[src/rtl/cla_multiword_seq_if.sv]
// Request/result bundle and external 16-bit adder bus
// for the multiword carry-lookahead add sequencer.
interface cla_multiword_seq_if #(
  parameter int WORDS = 4
);
  localparam int W = 16 * WORDS;

  logic          start;
  logic          ready;
  logic [W-1:0]  in_a;
  logic [W-1:0]  in_b;
  logic          cin;
  logic [W-1:0]  sum;
  logic          cout;
  logic          done;
  logic [15:0]   cla_a;
  logic [15:0]   cla_b;
  logic          cla_cin;
  logic [15:0]   cla_s;
  logic          cla_cout;

  modport master (
    output start, in_a, in_b, cin, cla_s, cla_cout,
    input  ready, sum, cout, done, cla_a, cla_b, cla_cin
  );

  modport slave (
    input  start, in_a, in_b, cin, cla_s, cla_cout,
    output ready, sum, cout, done, cla_a, cla_b, cla_cin
  );
endinterface

[src/rtl/cla_multiword_seq.sv]
// Wide adder built by time-multiplexing one 16-bit CLA,
// LSB slice first, carry chained through a register.
module cla_multiword_seq #(
  parameter int WORDS = 4
) (
  input  logic                 CLK,
  input  logic                 reset,
  cla_multiword_seq_if.slave   bus
);
  localparam int W  = 16 * WORDS;
  localparam int IW = (WORDS > 1) ? $clog2(WORDS) : 1;

  typedef enum logic [1:0] {
    IDLE,
    RUN,
    DONE
  } state_t;

  state_t          state_q;
  state_t          state_d;
  logic [W-1:0]    opa;
  logic [W-1:0]    opb;
  logic [W-1:0]    acc;
  logic [W-1:0]    acc_nx;
  logic [W+15:0]   acc_cat;
  logic [W-1:0]    sum_q;
  logic            cout_q;
  logic            carry;
  logic [IW-1:0]   idx;
  logic            last;
  logic            run;

  assign run  = (state_q == RUN);
  assign last = (idx == IW'(WORDS - 1));

  // Slices enter at the top and shift down, so after
  // WORDS cycles slice 0 sits in the low 16 bits.
  assign acc_cat = {bus.cla_s, acc};
  assign acc_nx  = acc_cat[W+15:16];

  always_ff @(posedge CLK or negedge reset) begin
    if (!reset) state_q <= IDLE;
    else        state_q <= state_d;
  end

  always_comb begin
    state_d = state_q;
    unique case (state_q)
      IDLE:    if (bus.start) state_d = RUN;
      RUN:     if (last) state_d = DONE;
      DONE:    state_d = IDLE;
      default: state_d = IDLE;
    endcase
  end

  always_ff @(posedge CLK or negedge reset) begin
    if (!reset) begin
      opa    <= '0;
      opb    <= '0;
      acc    <= '0;
      carry  <= 1'b0;
      idx    <= '0;
      sum_q  <= '0;
      cout_q <= 1'b0;
    end else begin
      unique case (state_q)
        IDLE: begin
          if (bus.start) begin
            opa   <= bus.in_a;
            opb   <= bus.in_b;
            carry <= bus.cin;
            idx   <= '0;
          end
        end
        RUN: begin
          acc   <= acc_nx;
          carry <= bus.cla_cout;
          opa   <= opa >> 16;
          opb   <= opb >> 16;
          idx   <= idx + 1'b1;
          if (last) begin
            sum_q  <= acc_nx;
            cout_q <= bus.cla_cout;
          end
        end
        default: ;
      endcase
    end
  end

  assign bus.ready   = (state_q == IDLE);
  assign bus.done    = (state_q == DONE);
  assign bus.sum     = sum_q;
  assign bus.cout    = cout_q;
  assign bus.cla_a   = run ? opa[15:0] : 16'h0;
  assign bus.cla_b   = run ? opb[15:0] : 16'h0;
  assign bus.cla_cin = run & carry;
endmodule

[src/flat_wrapper.sv]
// flat-port wrapper written by rule: the top's interface ports become plain ports
module cla_multiword_seq_flat 
#(
  parameter int WORDS = 4
)
  (CLK, reset, bus_start, bus_in_a, bus_in_b, bus_cin, bus_cla_s, bus_cla_cout, bus_ready, bus_sum, bus_cout, bus_done, bus_cla_a, bus_cla_b, bus_cla_cin);
  cla_multiword_seq_if #(.WORDS(WORDS)) bus_i ();
  input  logic CLK;
  input  logic reset;
  input wire logic [$bits(bus_i.start)-1:0] bus_start;
  input wire logic [$bits(bus_i.in_a)-1:0] bus_in_a;
  input wire logic [$bits(bus_i.in_b)-1:0] bus_in_b;
  input wire logic [$bits(bus_i.cin)-1:0] bus_cin;
  input wire logic [$bits(bus_i.cla_s)-1:0] bus_cla_s;
  input wire logic [$bits(bus_i.cla_cout)-1:0] bus_cla_cout;
  output wire logic [$bits(bus_i.ready)-1:0] bus_ready;
  output wire logic [$bits(bus_i.sum)-1:0] bus_sum;
  output wire logic [$bits(bus_i.cout)-1:0] bus_cout;
  output wire logic [$bits(bus_i.done)-1:0] bus_done;
  output wire logic [$bits(bus_i.cla_a)-1:0] bus_cla_a;
  output wire logic [$bits(bus_i.cla_b)-1:0] bus_cla_b;
  output wire logic [$bits(bus_i.cla_cin)-1:0] bus_cla_cin;
  assign bus_i.start = bus_start;
  assign bus_i.in_a = bus_in_a;
  assign bus_i.in_b = bus_in_b;
  assign bus_i.cin = bus_cin;
  assign bus_i.cla_s = bus_cla_s;
  assign bus_i.cla_cout = bus_cla_cout;
  assign bus_ready = bus_i.ready;
  assign bus_sum = bus_i.sum;
  assign bus_cout = bus_i.cout;
  assign bus_done = bus_i.done;
  assign bus_cla_a = bus_i.cla_a;
  assign bus_cla_b = bus_i.cla_b;
  assign bus_cla_cin = bus_i.cla_cin;
  cla_multiword_seq #(.WORDS(WORDS)) u_core (.CLK(CLK), .reset(reset), .bus(bus_i));
endmodule
[config.mk]
export PLATFORM = sky130hd
export DESIGN_NAME = cla_multiword_seq_flat
export DESIGN_NICKNAME = d
export VERILOG_FILES = /design/src/rtl/cla_multiword_seq_if.sv /design/src/rtl/cla_multiword_seq.sv /design/src/flat_wrapper.sv
export SDC_FILE = /design/constraint.sdc
export NUM_CORES = 1
export LEC_CHECK = 0
export CORE_UTILIZATION = 50
export CTS_BUF_LIST = sky130_fd_sc_hd__clkbuf_8 sky130_fd_sc_hd__clkbuf_16
export CTS_CLUSTER_DIAMETER = 80
export CTS_CLUSTER_SIZE = 30
export DETAILED_ROUTE_END_ITERATION = 7
export PLACE_DENSITY = 0.86
export SYNTH_ARGS = -nofsm -noshare
export SYNTH_HDL_FRONTEND = slang
export SYNTH_SLANG_ARGS = --single-unit
[constraint.sdc]
create_clock -name CLK -period 2.5 [get_ports CLK]
set_clock_uncertainty 0.15 [all_clocks]
set_input_delay 0.75 -clock CLK [delete_from_list [all_inputs] [get_ports CLK]]
set_output_delay 0.75 -clock CLK [all_outputs]
set_load 0.05 [all_outputs]
==> reports/qor.yml, run 1 <==
floorplanning:
  io_pins: 249
  die_w_um: 152
  die_area_um2: 23100
  rows: 54
  start_util: 0.512
  core_um2: 22000
  die_h_um: 152
worst_setup_path:
  criticalPathCategory: "reg2out"
  end_kind: "output port"
  rrSetupSlack_ps: 180
  critPathMaxFanout: 10
  cp.arrival_ps: 1670
  cp-start-kind: "flip-flop"
  cp.required_ps: 1600
synthesis:
  synth_ff_type: "dfrtp_1"
  syn_inst: 947
  synth_edf_count: 0
  ys_seq_area_frac: 0.547
  synth_cell_types: 33
  avgSynthCellArea_um2: 11.9
  syn_nets: 1097
  async_reset_ff_frac: 1.00
  ys_ff_latch: 246
  yosysWarnings: 0
  netlist_area_um2: 11200
sta:
  finalSetupViolCount: 28
  rsz0062_at_grt: "yes"
  worst_slew_pin_slew_ps: 695
  tns_ps: -1260
  finalCritPeriodShare: 1.03
  max_freq_mhz: 390
  slew_viol_final: 0
  hold_violations: 0
  maxSlewHeadroom: 0.536
  period_needed_ps: 2570
  fin_hold_ws_ps: 34.7
  layout_setup_ws_ps: -66.0
route:
  drc: 29
  wl_per_cell_um: 20.4
  wl_um: 29500
  first_iter_violations: 775
  drtPass1Iterations: 8
  vias: 8413
  antenna_left: 0
  viasPerCell: 5.82
clocking:
  cts_buffer_depth: 3
  htree_levels: 1
  cts_buffers: 13
  holdBufCountCts: 0
  clk_latency_ps: 490
  clockRootBuffer: "clkbuf_16"
  cts_tree: "yes"
  cts_sinks: 246
  clk_pin_slew_worst_paths_ps: 120
placed_design:
  routabilityCongestion: 0.814
  portBuffers: 248
  dp_hpwl_um: 18600
  placedCellCount: 1409
power:
  ir_drop_mv: 1.12
  power.total_mw: 22.3
  leakage_nw: 6.33
  power_density_nw_per_um2: 1500
flow_run:
  maxCapViolations: 0
status:
  violations: "DRC, setup timing"
  status: "complete, but fails checks"
global_routing:
  grt_max_degree: 162
  grt_pass1_wl_um: 46700
  grt_antenna_before_repair: 3
  grt-ovfl-total: 0
  globalRouteTotalUtil: 0.251
  grt_pass1_vias: 8664
finish:
  nets: 1307
  areaGrowthSynthToFinish_pct: 32.9
  drive_above_1_share: 0.218
  nFillCells: 1506
  final_cell_mix: "dfrtp_1 (244), clkdlybuf4s50_1 (146), inv_1 (114)"
  utilization: 0.680
  final_cells: 1446
  layout_commonest_cell: "dfrtp_1"
  seq_area_um2: 6160
  multi_input_area_um2: 4460
min_path:
  min_path_type: "in2async"
[kinds of logic after synthesis]
logic type | share of synthesized area
AO/OA/AOI/OAI | 0.0977
adder cells (fa/ha/maj) | 0.00111
buffers and inverters | 0.0818
flip-flops | 0.547
multiplexers | 0.114
AND/OR/NAND/NOR | 0.158
[per-layer routing]
metal	part of all wire	track usage
met5	0	0
met4	0.033	0.0972
met3	0.064	0.0491
met2	0.50	0.424
met1	0.40	0.321
[registers in the layout, indices dropped and copies added, names as in the netlist]
register / count
u_core.bus.sum: 64
u_core.opa: 64
u_core.bus.cout: 1
u_core.carry: 1
u_core.acc: 48
u_core.opb: 64
u_core.idx: 2
u_core.state_q: 2
[stage by stage]
| step | instance area [um2] | setup WS, ps |
|---|---|---|
| 2_1_floorplan | 11200 | -78.1 |
| 3_3_place_gp | 14300 | 207 |
| 3_5_place_dp | 14300 | 117 |
| 4_1_cts | 14800 | -84.9 |
| 5_1_grt | 14900 | -116 |
| 6_report | 14900 | -66.0 |
[cell usage after synthesis (all sizes together) (17+ instances only)]
cell / n / share of area
nor2b: 18 / 0.010
dfrtp: 246 / 0.55
nor3b: 81 / 0.055
mux2: 113 / 0.11
inv: 113 / 0.038
clkbuf: 25 / 0.0085
nand3b: 17 / 0.011
a211oi: 80 / 0.054
nor4b: 80 / 0.062
buf: 65 / 0.036
nor2: 33 / 0.011
[worst max-delay path, stage by stage (launching register included)]
cell	delay [ps]
dfrtp_4	550
nand2b_4	270
nor2_2	190
buf_12	150
[repair_timing]
item,CTS,global route
setup buffers,7,1
endpoints found under the setup margin,97,49
resized for setup,108,21
cloned,4,1
[power breakdown]
group,internal (mW),switching (mW),total [mW]
combinational,5.24,7.66,12.9
sequential,5.93,1.08,7.01
clock,1.05,1.38,2.44
total,12.2,10.1,22.3
[final timing paths]
| path | start | end | depth (start not counted) |
|---|---|---|---|
| max | u_core.state_q[1] | bus_cla_b[8] | 3 |
| min | reset | u_core.opb[3] | 1 |
| max reg2reg | u_core.state_q[0] | u_core.opb[53] | 4 |
| min reg2reg | u_core.idx[0] | u_core.idx[0] | 1 |
| max in group asynchronous | reset | u_core.bus.sum[50] | 2 |
| min in group CLK | u_core.idx[0] | u_core.idx[0] | 1 |
[area by class of cell]
class / instances / share of cell area
sequential: 246 / 0.413
multi-input combinational: 503 / 0.298
tap: 280 / 0.0234
clock inverter: 7 / 0.00511
inverter: 113 / 0.0284
antenna: 3 / 0.000502
timing repair buffer: 280 / 0.209
clock buffer: 14 / 0.0227
No activity file was read; power rests on OpenSTA's default activity.
==> run 2: changes to the inputs <==
--- a/config.mk
+++ b/config.mk
@@ -7,2 +7,3 @@
 export LEC_CHECK = 0
+export CORE_MARGIN = 5
 export CORE_UTILIZATION = 50
--- a/constraint.sdc
+++ b/constraint.sdc
@@ -4,2 +4,2 @@
 set_output_delay 0.75 -clock CLK [all_outputs]
-set_load 0.05 [all_outputs]
+set_load 0.005 [all_outputs]
==> reports/qor.yml, run 2 (synthesized netlist as in run 1, its figures left out) <==
sta:
  period_needed_ps: 2680  # was 2570 ps
  fin_hold_ws_ps: 47.4  # was 34.7 ps
  rsz0062_at_grt: "yes"  # unchanged
  tns_ps: -1860  # was -1260 ps
  maxSlewHeadroom: 0.326  # was 0.536
  worst_slew_pin_slew_ps: 1010  # was 695 ps
  slew_viol_final: 0  # unchanged
  max_freq_mhz: 373  # was 390 MHz
  layout_setup_ws_ps: -180  # was -66.0 ps
  finalSetupViolCount: 26  # was 28
  finalCritPeriodShare: 1.07  # was 1.03
  hold_violations: 0  # unchanged
clocking:
  holdBufCountCts: 0  # unchanged
  clockRootBuffer: "clkbuf_16"  # unchanged
  cts_sinks: 246  # unchanged
  cts_buffers: 13  # unchanged
  htree_levels: 1  # unchanged
  clk_pin_slew_worst_paths_ps: 120  # about the same
  cts_buffer_depth: 3  # unchanged
  cts_tree: "yes"  # unchanged
  clk_latency_ps: 490  # about the same
finish:
  seq_area_um2: 6160  # unchanged
  final_cell_mix: "dfrtp_1 (244), clkdlybuf4s50_1 (211), inv_1 (114)"  # was dfrtp_1 (244), clkdlybuf4s50_1 (146), inv_1 (114)
  layout_commonest_cell: "dfrtp_1"  # unchanged
  areaGrowthSynthToFinish_pct: 30.7  # was 32.9%
  nets: 1333  # was 1,307
  multi_input_area_um2: 4400  # was 4460 um2
  utilization: 0.669  # was 0.680
  drive_above_1_share: 0.226  # was 0.218
  nFillCells: 1607  # was 1,506
route:
  first_iter_violations: 867  # was 775
  wl_um: 30800  # was 29,500 um
  drc: 0  # was 29
  antenna_left: 0  # unchanged
  drtPass1Iterations: 7  # was 8
  vias: 8520  # was 8,413
  viasPerCell: 5.80  # was 5.82
  wl_per_cell_um: 20.9  # was 20.4 um
min_path:
  min_path_type: "in2async"  # unchanged
worst_setup_path:
  timing.rr.start: "u_core.state_q[0]"  # unchanged
  end_kind: "output port"  # unchanged
  critPathMaxFanout: 4  # was 10
  cp.arrival_ps: 1780  # was 1670 ps
  crit_start: "u_core.state_q[1]"  # unchanged
  cp-start-kind: "flip-flop"  # unchanged
  cp.required_ps: 1600  # about the same
  criticalPathCategory: "reg2out"  # unchanged
power:
  intPower_mw: 11.8  # was 12.2 mW
  pwr-share-clk: 0.127  # was 0.109
  swShare: 0.365  # was 0.453
  power_density_nw_per_um2: 1270  # was 1500 nW/um2
  power.total_mw: 18.7  # was 22.3 mW
  leakage_nw: 6.19  # was 6.33 nW
  seq_power_share: 0.375  # was 0.314
  netSwitchingPower_mw: 6.81  # was 10.1 mW
  ir_drop_mv: 1.02  # was 1.12 mV
  pwr-share-comb: 0.498  # was 0.577
global_routing:
  grt_pass1_vias: 8996  # was 8,664
  globalRouteTotalUtil: 0.234  # was 0.251
  grt-ovfl-total: 0  # unchanged
  grt_antenna_before_repair: 4  # was 3
  grt_max_degree: 90  # was 162
  grt_pass1_wl_um: 49300  # was 46,700 um
flow_run:
  maxCapViolations: 0  # unchanged
placed_design:
  portBuffers: 248  # unchanged
  dp_slack_ps: -25.4  # was 117 ps
  routabilityCongestion: 0.854  # was 0.814
  dp_hpwl_um: 19600  # was 18,600 um
status:
  status: "complete, but fails checks"  # unchanged
  violations: "setup timing"  # was DRC, setup timing
floorplanning:
  start_util: 0.512  # unchanged
  core_um2: 22000  # unchanged
  rows: 54  # unchanged
  die_w_um: 160  # was 152 um
  die_area_um2: 25600  # was 23,100 um2
  io_pins: 249  # unchanged
  die_h_um: 160  # was 152 um
==> run 2: cell types whose count changed in the layout (fill, tap and decap cells not counted), moves of 2 or more <==
cell / before / now
clkdlybuf4s15_2: 0 / 2
buf_6: 2 / 14
dlygate4sd2_1: 63 / 0
clkdlybuf4s50_1: 146 / 211
buf_2: 1 / 34
diode_2: 3 / 1
buf_12: 45 / 12
nor2_1: 0 / 6
clkinvlp_4: 0 / 2
buf_4: 22 / 32
nor2_4: 21 / 16
==> run 2: what timing repair did <==
| action | 4_1_cts | 5_1_grt |
|---|---|---|
| pin swaps | 6 | 5 |
| cloned | 5 | 0 |
| setup buffers | 31 | 0 |
| gates resized for setup | 168 | 34 |
| endpoints found under the setup margin | 35 | 42 |
==> run 2: layout make-up <==
class	instances	share of cell area
Clock inverter	7	0.00460
Tap cell	280	0.0238
Multi-Input combinational cell	503	0.300
Antenna cell	1	0.000170
Sequential cell	246	0.419
Clock buffer	13	0.0221
Inverter	113	0.0289
Timing Repair Buffer	306	0.201
==> run 2: final timing paths <==
kind                             endpoint  slack (ps)  depth (start not counted)
max in group asynchronous  u_core.opa[27]        1440                          2
max reg2reg                u_core.opa[52]         140                          4
min                         u_core.opb[6]          50                          1
max                          bus_cla_b[6]        -180                          6
min reg2reg                 u_core.idx[0]         350                          1
min in group CLK            u_core.idx[0]         350                          1
==> run 2: routing by layer <==
layer | wire length [um] | global-route usage | share of wire | vias up
met3 | 1950 | 0.0495 | 0.064 | 72
li1 | - | - | - | 3850
met4 | 1160 | 0.0853 | 0.038 | 6
met2 | 15200 | 0.388 | 0.50 | 318
met1 | 12400 | 0.306 | 0.40 | 4274
met5 | 40 | 0 | 0.0013 | -
==> run 2: worst max-delay path, stage by stage (launching register included) <==
cell	delay [ps]
dfrtp_4	520
buf_6	140
nand2b_4	180
buf_12	140
buf_6	110
nor2_1	80
buf_2	120
==> run 2: metrics by stage <==
stage	instance area, um2	std cells
3_5_place_dp	13900	1413
5_1_grt	14700	1469
6_report	14700	1469
4_1_cts	14600	1468
2_1_floorplan	11200	947
3_3_place_gp	13900	1413
==> run 2: power groups by stage <==
stage | clock network (mW) | logic, mW | registers [mW]
2_1_floorplan | 0 | 5.19 | 6.76
3_3_place_gp | 0 | 8.07 | 6.97
3_5_place_dp | 0 | 8.34 | 7.08
4_1_cts | 2.44 | 9.06 | 6.98
5_1_grt | 2.58 | 10.1 | 7.21
6_report | 2.38 | 9.29 | 6.99
